## src/rtl/ex_div_if.sv

```systemverilog
// ex_div_if: EX-stage handshake between the pipeline and the divide sequencer
interface ex_div_if #(parameter int XLEN = 32);
  logic            div_valid;
  logic [2:0]      funct3;
  logic [XLEN-1:0] op1;
  logic [XLEN-1:0] op2;
  logic            flush;
  logic            div_stall;
  logic            div_done;
  logic [XLEN-1:0] div_result;
  modport master (output div_valid, funct3, op1, op2, flush, input div_stall, div_done, div_result);
  modport slave (input div_valid, funct3, op1, op2, flush, output div_stall, div_done, div_result);
endinterface

```

## src/rtl/ex_div_sequencer.sv

```systemverilog
// ex_div_sequencer: iterative restoring RV32M divide/remainder with pipeline stall
module ex_div_sequencer #(
  parameter int XLEN = 32,
  parameter int CNT_WIDTH = 6
) (
  input logic clk,
  input logic rst,
  ex_div_if.slave bus
);
  typedef enum logic [1:0] {IDLE, RUN, DONE} state_t;
  state_t state, state_n;
  logic [CNT_WIDTH-1:0] cnt;
  logic [XLEN-1:0] dvs, quot, rem, result;
  logic is_rem, q_neg, r_neg;
  logic start, sgn, a_neg, b_neg, by_zero, ovf, special, ge, last;
  logic [XLEN-1:0] a_abs, b_abs, quot_n, rem_n, q_fix, r_fix;
  logic [XLEN:0] trial;
  assign start = bus.div_valid & bus.funct3[2] & ~bus.flush;
  assign sgn = ~bus.funct3[0];
  assign a_neg = sgn & bus.op1[XLEN-1];
  assign b_neg = sgn & bus.op2[XLEN-1];
  assign a_abs = a_neg ? -bus.op1 : bus.op1;
  assign b_abs = b_neg ? -bus.op2 : bus.op2;
  assign by_zero = bus.op2 == '0;
  assign ovf = sgn & (bus.op1 == {1'b1, {(XLEN-1){1'b0}}}) & (bus.op2 == '1);
  assign special = by_zero | ovf;
  // Partial remainder can reach 2*divisor after the shift, so the trial needs one extra bit
  assign trial = {rem, quot[XLEN-1]} - {1'b0, dvs};
  assign ge = ~trial[XLEN];
  assign rem_n = ge ? trial[XLEN-1:0] : {rem[XLEN-2:0], quot[XLEN-1]};
  assign quot_n = {quot[XLEN-2:0], ge};
  assign q_fix = q_neg ? -quot_n : quot_n;
  assign r_fix = r_neg ? -rem_n : rem_n;
  assign last = cnt == CNT_WIDTH'(1);
  assign bus.div_result = result;
  always_ff @(posedge clk)
    if (rst) state <= IDLE;
    else state <= state_n;
  always_comb begin
    state_n = state == IDLE ? (start ? (special ? DONE : RUN) : IDLE)
            : state == RUN ? (bus.flush ? IDLE : (last ? DONE : RUN))
            : IDLE;
  end
  always_comb begin
    bus.div_stall = (state == IDLE & start) | (state == RUN & ~bus.flush);
    bus.div_done = state == DONE;
  end
  always_ff @(posedge clk)
    if (rst) begin
      cnt <= '0;
      dvs <= '0;
      quot <= '0;
      rem <= '0;
      result <= '0;
      is_rem <= 1'b0;
      q_neg <= 1'b0;
      r_neg <= 1'b0;
    end else if (state == IDLE && start) begin
      is_rem <= bus.funct3[1];
      dvs <= b_abs;
      quot <= a_abs;
      rem <= '0;
      q_neg <= a_neg ^ b_neg;
      r_neg <= a_neg;
      cnt <= CNT_WIDTH'(XLEN);
      if (special)
        result <= bus.funct3[1] ? (by_zero ? bus.op1 : '0)
                                : (by_zero ? '1 : {1'b1, {(XLEN-1){1'b0}}});
    end else if (state == RUN) begin
      quot <= quot_n;
      rem <= rem_n;
      cnt <= cnt - 1'b1;
      if (last && !bus.flush) result <= is_rem ? r_fix : q_fix;
    end
endmodule
```

## src/flat_wrapper.sv

```systemverilog
// flat-port wrapper written by rule: the top's interface ports become plain ports
module ex_div_sequencer_flat 
#(
  parameter int XLEN = 32,
  parameter int CNT_WIDTH = 6
)
  (clk, rst, bus_div_valid, bus_funct3, bus_op1, bus_op2, bus_flush, bus_div_stall, bus_div_done, bus_div_result);
  ex_div_if #(.XLEN(XLEN)) bus_i ();
  input logic clk;
  input logic rst;
  input wire logic [$bits(bus_i.div_valid)-1:0] bus_div_valid;
  input wire logic [$bits(bus_i.funct3)-1:0] bus_funct3;
  input wire logic [$bits(bus_i.op1)-1:0] bus_op1;
  input wire logic [$bits(bus_i.op2)-1:0] bus_op2;
  input wire logic [$bits(bus_i.flush)-1:0] bus_flush;
  output wire logic [$bits(bus_i.div_stall)-1:0] bus_div_stall;
  output wire logic [$bits(bus_i.div_done)-1:0] bus_div_done;
  output wire logic [$bits(bus_i.div_result)-1:0] bus_div_result;
  assign bus_i.div_valid = bus_div_valid;
  assign bus_i.funct3 = bus_funct3;
  assign bus_i.op1 = bus_op1;
  assign bus_i.op2 = bus_op2;
  assign bus_i.flush = bus_flush;
  assign bus_div_stall = bus_i.div_stall;
  assign bus_div_done = bus_i.div_done;
  assign bus_div_result = bus_i.div_result;
  ex_div_sequencer #(.XLEN(XLEN), .CNT_WIDTH(CNT_WIDTH)) u_core (.clk(clk), .rst(rst), .bus(bus_i));
endmodule
```

## config.mk

```make
export PLATFORM = sky130hd
export DESIGN_NAME = ex_div_sequencer_flat
export DESIGN_NICKNAME = d
export VERILOG_FILES = /design/src/rtl/ex_div_if.sv /design/src/rtl/ex_div_sequencer.sv /design/src/flat_wrapper.sv
export SDC_FILE = /design/constraint.sdc
export NUM_CORES = 1
export LEC_CHECK = 0
export CAP_MARGIN = 20
export CORE_AREA = 2 2 142 144
export CTS_BUF_LIST = sky130_fd_sc_hd__clkbuf_16
export DETAILED_ROUTE_END_ITERATION = 8
export DIE_AREA = 0 0 144 146
export DONT_BUFFER_PORTS = 1
export HOLD_SLACK_MARGIN = 0.05
export PLACE_DENSITY = 0.74
export SETUP_SLACK_MARGIN = 0.5
export SLEW_MARGIN = 40
export SYNTH_ARGS = -nofsm -noshare
export SYNTH_HDL_FRONTEND = slang
export SYNTH_SLANG_ARGS = --single-unit
```

## constraint.sdc

```tcl
create_clock -name clk -period 5.9 [get_ports clk]
set_input_delay 1.18 -clock clk [delete_from_list [all_inputs] [get_ports clk]]
set_output_delay 1.18 -clock clk [all_outputs]
set_load 0.02 [all_outputs]
```

Yosys cells after proc, flatten, opt, wreduce, memory -nomap -nowiden
Index checks and enable logic that the tools add are counted.
W data, S select, Z words.
{ "classes": {"addsub": 6, "n_eq_ne": 6, "n_mux": 23, "bitwise_logic": 14, "n_reduce_logical": 9} }
{ "ops": {"columns": ["operator", "count"], "rows": [
  ["$mux W32", 14],
  ["$neg A32 Y32", 4],
  ["$eq A32 B32 Y1 const B", 2],
  ["$sub A33 B32 Y33", 1],
  ["$logic_not A32 Y1", 1],
  ["$mux W31", 1],
  ["$mux W2", 6],
  ["$mux W6", 2],
  ["$and A1 B1 Y1", 8],
  ["$eq A6 B1 Y1 const B", 1],
  ["$sub A6 B1 Y6 const B", 1],
  ["$reduce_bool A2 Y1", 2],
  ["$not A1 Y1", 3],
  ["$reduce_and A3 Y1", 1],
  ["$eq A2 B1 Y1 const B", 1],
  ["$eq A2 B2 Y1 const B", 1],
  ["$logic_and A1 B1 Y1", 2],
  ["$logic_not A2 Y1", 1],
  ["$ne A2 B1 Y1 const B", 1],
  ["$or A1 B1 Y1", 2],
  ["$reduce_or A2 Y1", 1],
  ["$logic_not A1 Y1", 1],
  ["$xor A1 B1 Y1", 1]
]} }
{ "word_totals": {"regBits": 139, "in_bits": 71, "output_inout_bits": 34, "elab_cells": 68} }

Logic depth before layout (Yosys ltp)
{ "depth": {"depth_word": 8, "depth_mapped": 22, "ltp_nobuf": 19} }

Worst setup path after synthesis
OpenSTA, ideal clock, no wires.
{ "synth_path": {"path_type": "reg-to-reg", "from": "reg u_core.quot[31]", "to": "reg u_core.result[28], in the netlist u_core.bus.div_result[28]", "setup_ns": 0.092, "t_arrival_ns": 4.024, "t_required_ns": 5.808, "slack_ns": 1.783, "stages_incl_launch_ff": 22, "path_buffers": 2, "synth_period_minus_slack_ns": 4.117, "cell_sequence": "dfxtp_1 -> inv_1 -> ha_1 -> inv_1 -> fa_1 -> a211oi_2 -> o21ai_2 -> a21oi_4 -> a311oi_2 -> nor3_2 -> nor2_2 -> inv_2 -> buf_2 -> buf_2 -> ha_1 -> nand3_1 -> or3_1 -> o21ai_0 -> xnor2_1 -> nor2_1 -> a311o_1 -> o32ai_1"} }
{ "synth_between": {"elab_chain_len": 8, "word_cells_on_any_way": 11, "cone_classes": "3 x add/sub; 7 x mux; 1 x bitwise"} }
{ "synth_rtl": {"columns": ["item", "line_no", "text"], "rows": [
  ["start, declared", "ex_div_sequencer.sv:13", "logic [XLEN-1:0] dvs, quot, rem, result;"],
  ["start signal, assigned", "ex_div_sequencer.sv:61", "quot <= a_abs;"],
  ["start signal, assigned", "ex_div_sequencer.sv:70", "quot <= quot_n;"],
  ["$sub A33 B32 Y33", "ex_div_sequencer.sv:28", "assign trial = {rem, quot[XLEN-1]} - {1'b0, dvs};"],
  ["$mux W32 / $not A1 Y1 (equally long branches)", "ex_div_sequencer.sv:30, ex_div_sequencer.sv:29", null],
  ["$neg A32 Y32 (on tied branches)", "ex_div_sequencer.sv:33, ex_div_sequencer.sv:32", null],
  ["$mux W32 (on tied branches)", "ex_div_sequencer.sv:33, ex_div_sequencer.sv:32", null],
  ["$mux W32 (*) (2 in series)", "ex_div_sequencer.sv:73", "if (last && !bus.flush) result <= is_rem ? r_fix : q_fix;"],
  ["$mux W32 (*)", "ex_div_sequencer.sv:69", "end else if (state == RUN) begin"],
  ["$mux W32 (*)", "ex_div_sequencer.sv:58", "end else if (state == IDLE && start) begin"],
  ["end signal, assigned", "ex_div_sequencer.sv:67", "result <= bus.funct3[1] ? (by_zero ? bus.op1 : '0)"],
  ["end signal, assigned", "ex_div_sequencer.sv:73", null],
  ["end, declared", "ex_div_sequencer.sv:13", null]
]} }
Mark *: on every way between the ends. The rest lies on a longest branch, timed or not. The select of a mux whose other input is x is not followed.
A chain may end at the register's enable or synchronous reset.

Final worst setup path
Same ends and word-level chain as after synthesis.

==> impl_metrics.env <==
export IMPL_run_status="finished clean"
export IMPL_yosys_area_share_adder_pct=4.49
export IMPL_grt_setup_unrepaired="no"
export IMPL_critical_path_required_ns=6.23
export IMPL_end_kind="flip-flop"
export IMPL_place_hpwl_mm=27.9
export IMPL_ys_flop_type="dfxtp_1"
export IMPL_timing_final_crit_period_ns=5.00
export IMPL_r2r_cells=19
export IMPL_worstHoldStart="u_core.dvs[31]"
export IMPL_synth_edf_count=0
export IMPL_root_buffer="clkbuf_16"
export IMPL_dr_wl_met3_mm=4.09
export IMPL_io_pins=105
export IMPL_syn_inst=1521
export IMPL_r2r_start="u_core.quot[31]"
export IMPL_ir_worst_vdd_v=0.000245
export IMPL_finalMaxSlewViolations=0
export IMPL_cap_violations=0
export IMPL_top_layer_used="met4"
export IMPL_muxShareOfSynthArea_pct=3.42
export IMPL_finalNetCount=1569
export IMPL_worst_slack_ns=0.903
export IMPL_finalWirelength_mm=37.1
export IMPL_grt_pass1_wl_mm=58.0
export IMPL_port_buffers=0
export IMPL_synthToLayoutAreaGrowth_pct=5.69
export IMPL_clk_pin_slew_ns=0.06
export IMPL_power_uw=3370
export IMPL_rows=51
export IMPL_syn_num_nets=1632
export IMPL_synth_warnings=0
export IMPL_fillCellCount=1787
export IMPL_numCtsBuffers=17
export IMPL_regArea_um2=2780
export IMPL_clk_latency_ns=0.43
export IMPL_drc=0
export IMPL_worst_pin_slew_ns=0.863
export IMPL_grt_overflow_total=0
export IMPL_h_tree_depth=4
export IMPL_fin_worst_skew_ns=0.0124
export IMPL_postRouteAntennaNets=0
export IMPL_place_gp_congestion=0.948
export IMPL_die_h_um=146
export IMPL_worst_setup_path_start_kind="flip-flop"
export IMPL_yosysSeqAreaShare_pct=24.6
export IMPL_r2r_end="u_core.bus.div_result[28]"
export IMPL_final_util_pct=61.8
export IMPL_layout_common_cells="155 x nor2_1, 149 x nand2_1, 139 x dfxtp_1, 119 x a21oi_1, 96 x o21ai_0"
export IMPL_wl_met1_mm=15.5
export IMPL_p_leak_uw=0.00424
export IMPL_holdWs_ns=0.460
export IMPL_synth_cell_types=95
export IMPL_post_route_period_util_pct=84.7
export IMPL_antenna_found_initial=0
export IMPL_synth_compound_area_share_pct=30.3
export IMPL_grt_pass1_vias=10711
export IMPL_place_ws_ns=1.11
export IMPL_wl_met2_mm=16.1
export IMPL_synth_xor_area_share_pct=10.1
export IMPL_finalSetupTns_ns=0
export IMPL_p_per_area_nw_per_um2=282
export IMPL_synth_top_family_by_area="compound AO/OA/AOI/OAI gates"
export IMPL_r2r_setup_slack_ns=0.90
export IMPL_n_antenna_cell=0
export IMPL_crit_type="flip-flop to flip-flop"
export IMPL_start_util_pct=58.5
export IMPL_wl_per_cell_um=21.4
export IMPL_multi_input_area_um2=7940
export IMPL_grtUsageTotal_pct=35.0
export IMPL_die_w_um=144
export IMPL_setup_viol=0
export IMPL_relSlewSlack_pct=42.5
export IMPL_synth_ff_latch_count=139
export IMPL_cts_max_path_buffers=2
export IMPL_min_path_type="flip-flop to flip-flop"
export IMPL_avgViaCountPerCell=6.67
export IMPL_async_reset_ff_share_pct=0
export IMPL_dieArea_um2=21000
export IMPL_endpoint="u_core.bus.div_result[28]"
export IMPL_syn_avg_cell_area_um2=7.43
export IMPL_drt_pass1_iter_count=6
export IMPL_ctsHoldBuffers=0
export IMPL_yosys_area_share_simple_pct=21.6
export IMPL_max_freq_ghz=0.200
export IMPL_syn_area_um2=11300
export IMPL_worstPathArrival_ns=5.32
export IMPL_startpoint="u_core.quot[31]"
export IMPL_cts_sinks=139
export IMPL_final_common_cell="nor2_1"
export IMPL_drive_gt1_share_pct=7.01
export IMPL_hold_violations=0
export IMPL_worstPathMaxFanout=30
export IMPL_drt_first_iter_violations=1337
export IMPL_vias=11572
export IMPL_core_area_um2=19300
export IMPL_cts_tree="done"
export IMPL_grt_start_max_net_pins=82
[kinds of logic (layout without fill, tap and decap cells)]
kind of cell,count (synthesis),count (layout)
adder cells (fa/ha/maj),40,40
AND/OR/NAND/NOR,502,502
flip-flops,139,139
AO/OA/AOI/OAI,515,515
multiplexers,38,38
XOR/XNOR,130,130
buffers and inverters,157,106
[Yosys cell counts (all sizes together) (6+ instances only)]
cell,n,area (um^2)
xor2,64,561
and4,9,78.8
nor3,38,218
nor2b,7,43.8
xnor2,66,578
a31oi,17,106
mux2i,33,330
o211ai,11,82.6
or2,8,50.1
o21ai,121,613
o211a,6,60.1
nand4,17,106
clkbuf,71,268
a21o,12,90.1
o31ai,27,203
ha,39,488
a21boi,11,82.6
nand3,16,85.1
a211oi,73,558
and2,10,62.6
a311oi,6,58.8
nor2,159,602
o21a,8,60.1
dfxtp,139,2780
or3,24,155
inv,63,236
o221ai,7,61.3
or4,11,86.3
a22oi,31,233
nand2,151,569
o41ai,7,68.8
a21oi,125,656
nand2b,12,75.1
nor4,19,138
buf,22,120
[repair_timing]
item	CTS	global route
setup buffers	0	0
gates resized for setup	0	1
endpoints found under the setup margin	0	1
[where the power goes]
group          internal, uW  switching, uW
combinational           459            850
sequential              971           39.6
clock                   588            462
total                  2020           1350
[area by class of cell]
class	count	area share, %
multi-input cells	1225	66.5
flip-flops and latches	139	23.3
clock buffers	17	3.56
well taps	265	2.78
inverters	64	2.01
clock inverters	14	1.16
repair buffers	11	0.691
[metal layers]
metal	vias up	GRT usage, %
li1	5461	-
met1	5341	48.0
met2	662	52.6
met3	108	9.38
met4	0	12.9
met5	-	0
[state kept, by name, indices dropped and copies added (netlist names), 2 cells and up]
register               count
u_core.bus.div_result     32
u_core.cnt                 6
u_core.dvs                32
u_core.quot               32
u_core.rem                32
u_core.state               2
[metrics by stage]
| stage | cell area [um^2] | std cells |
|---|---|---|
| 2_1_floorplan | 11300 | 1521 |
| 3_3_place_gp | 11400 | 1704 |
| 3_5_place_dp | 11400 | 1704 |
| 4_1_cts | 11900 | 1735 |
| 5_1_grt | 11900 | 1735 |
| 6_report | 11900 | 1735 |
[how the worst min path moves through the flow]
stage                           to  cells after the start
detailed placement   u_core.dvs[0]                      2
floorplan           u_core.dvs[26]                      2
CTS                  u_core.dvs[0]                      2
global placement    u_core.dvs[26]                      2
finish              u_core.dvs[31]                      2
global route        u_core.dvs[31]                      2
[critical path: stages, from the launching register on]
cell and delay (ns):
dfxtp_1 0.33, inv_1 0.06, ha_1 0.17, inv_1 0.06, fa_1 0.43, a211oi_2 0.27, o21ai_2 0.12, a21oi_4 0.24
a311oi_2 0.19, nor3_2 0.49, nor2_4 0.05, inv_2 0.43, ha_1 0.34, nand3_1 0.20, or3_1 0.45, o21ai_0 0.32
xnor2_1 0.17, nor2_1 0.06, a311o_1 0.27, o32ai_1 0.24
Power figures use the tool's default switching activity.
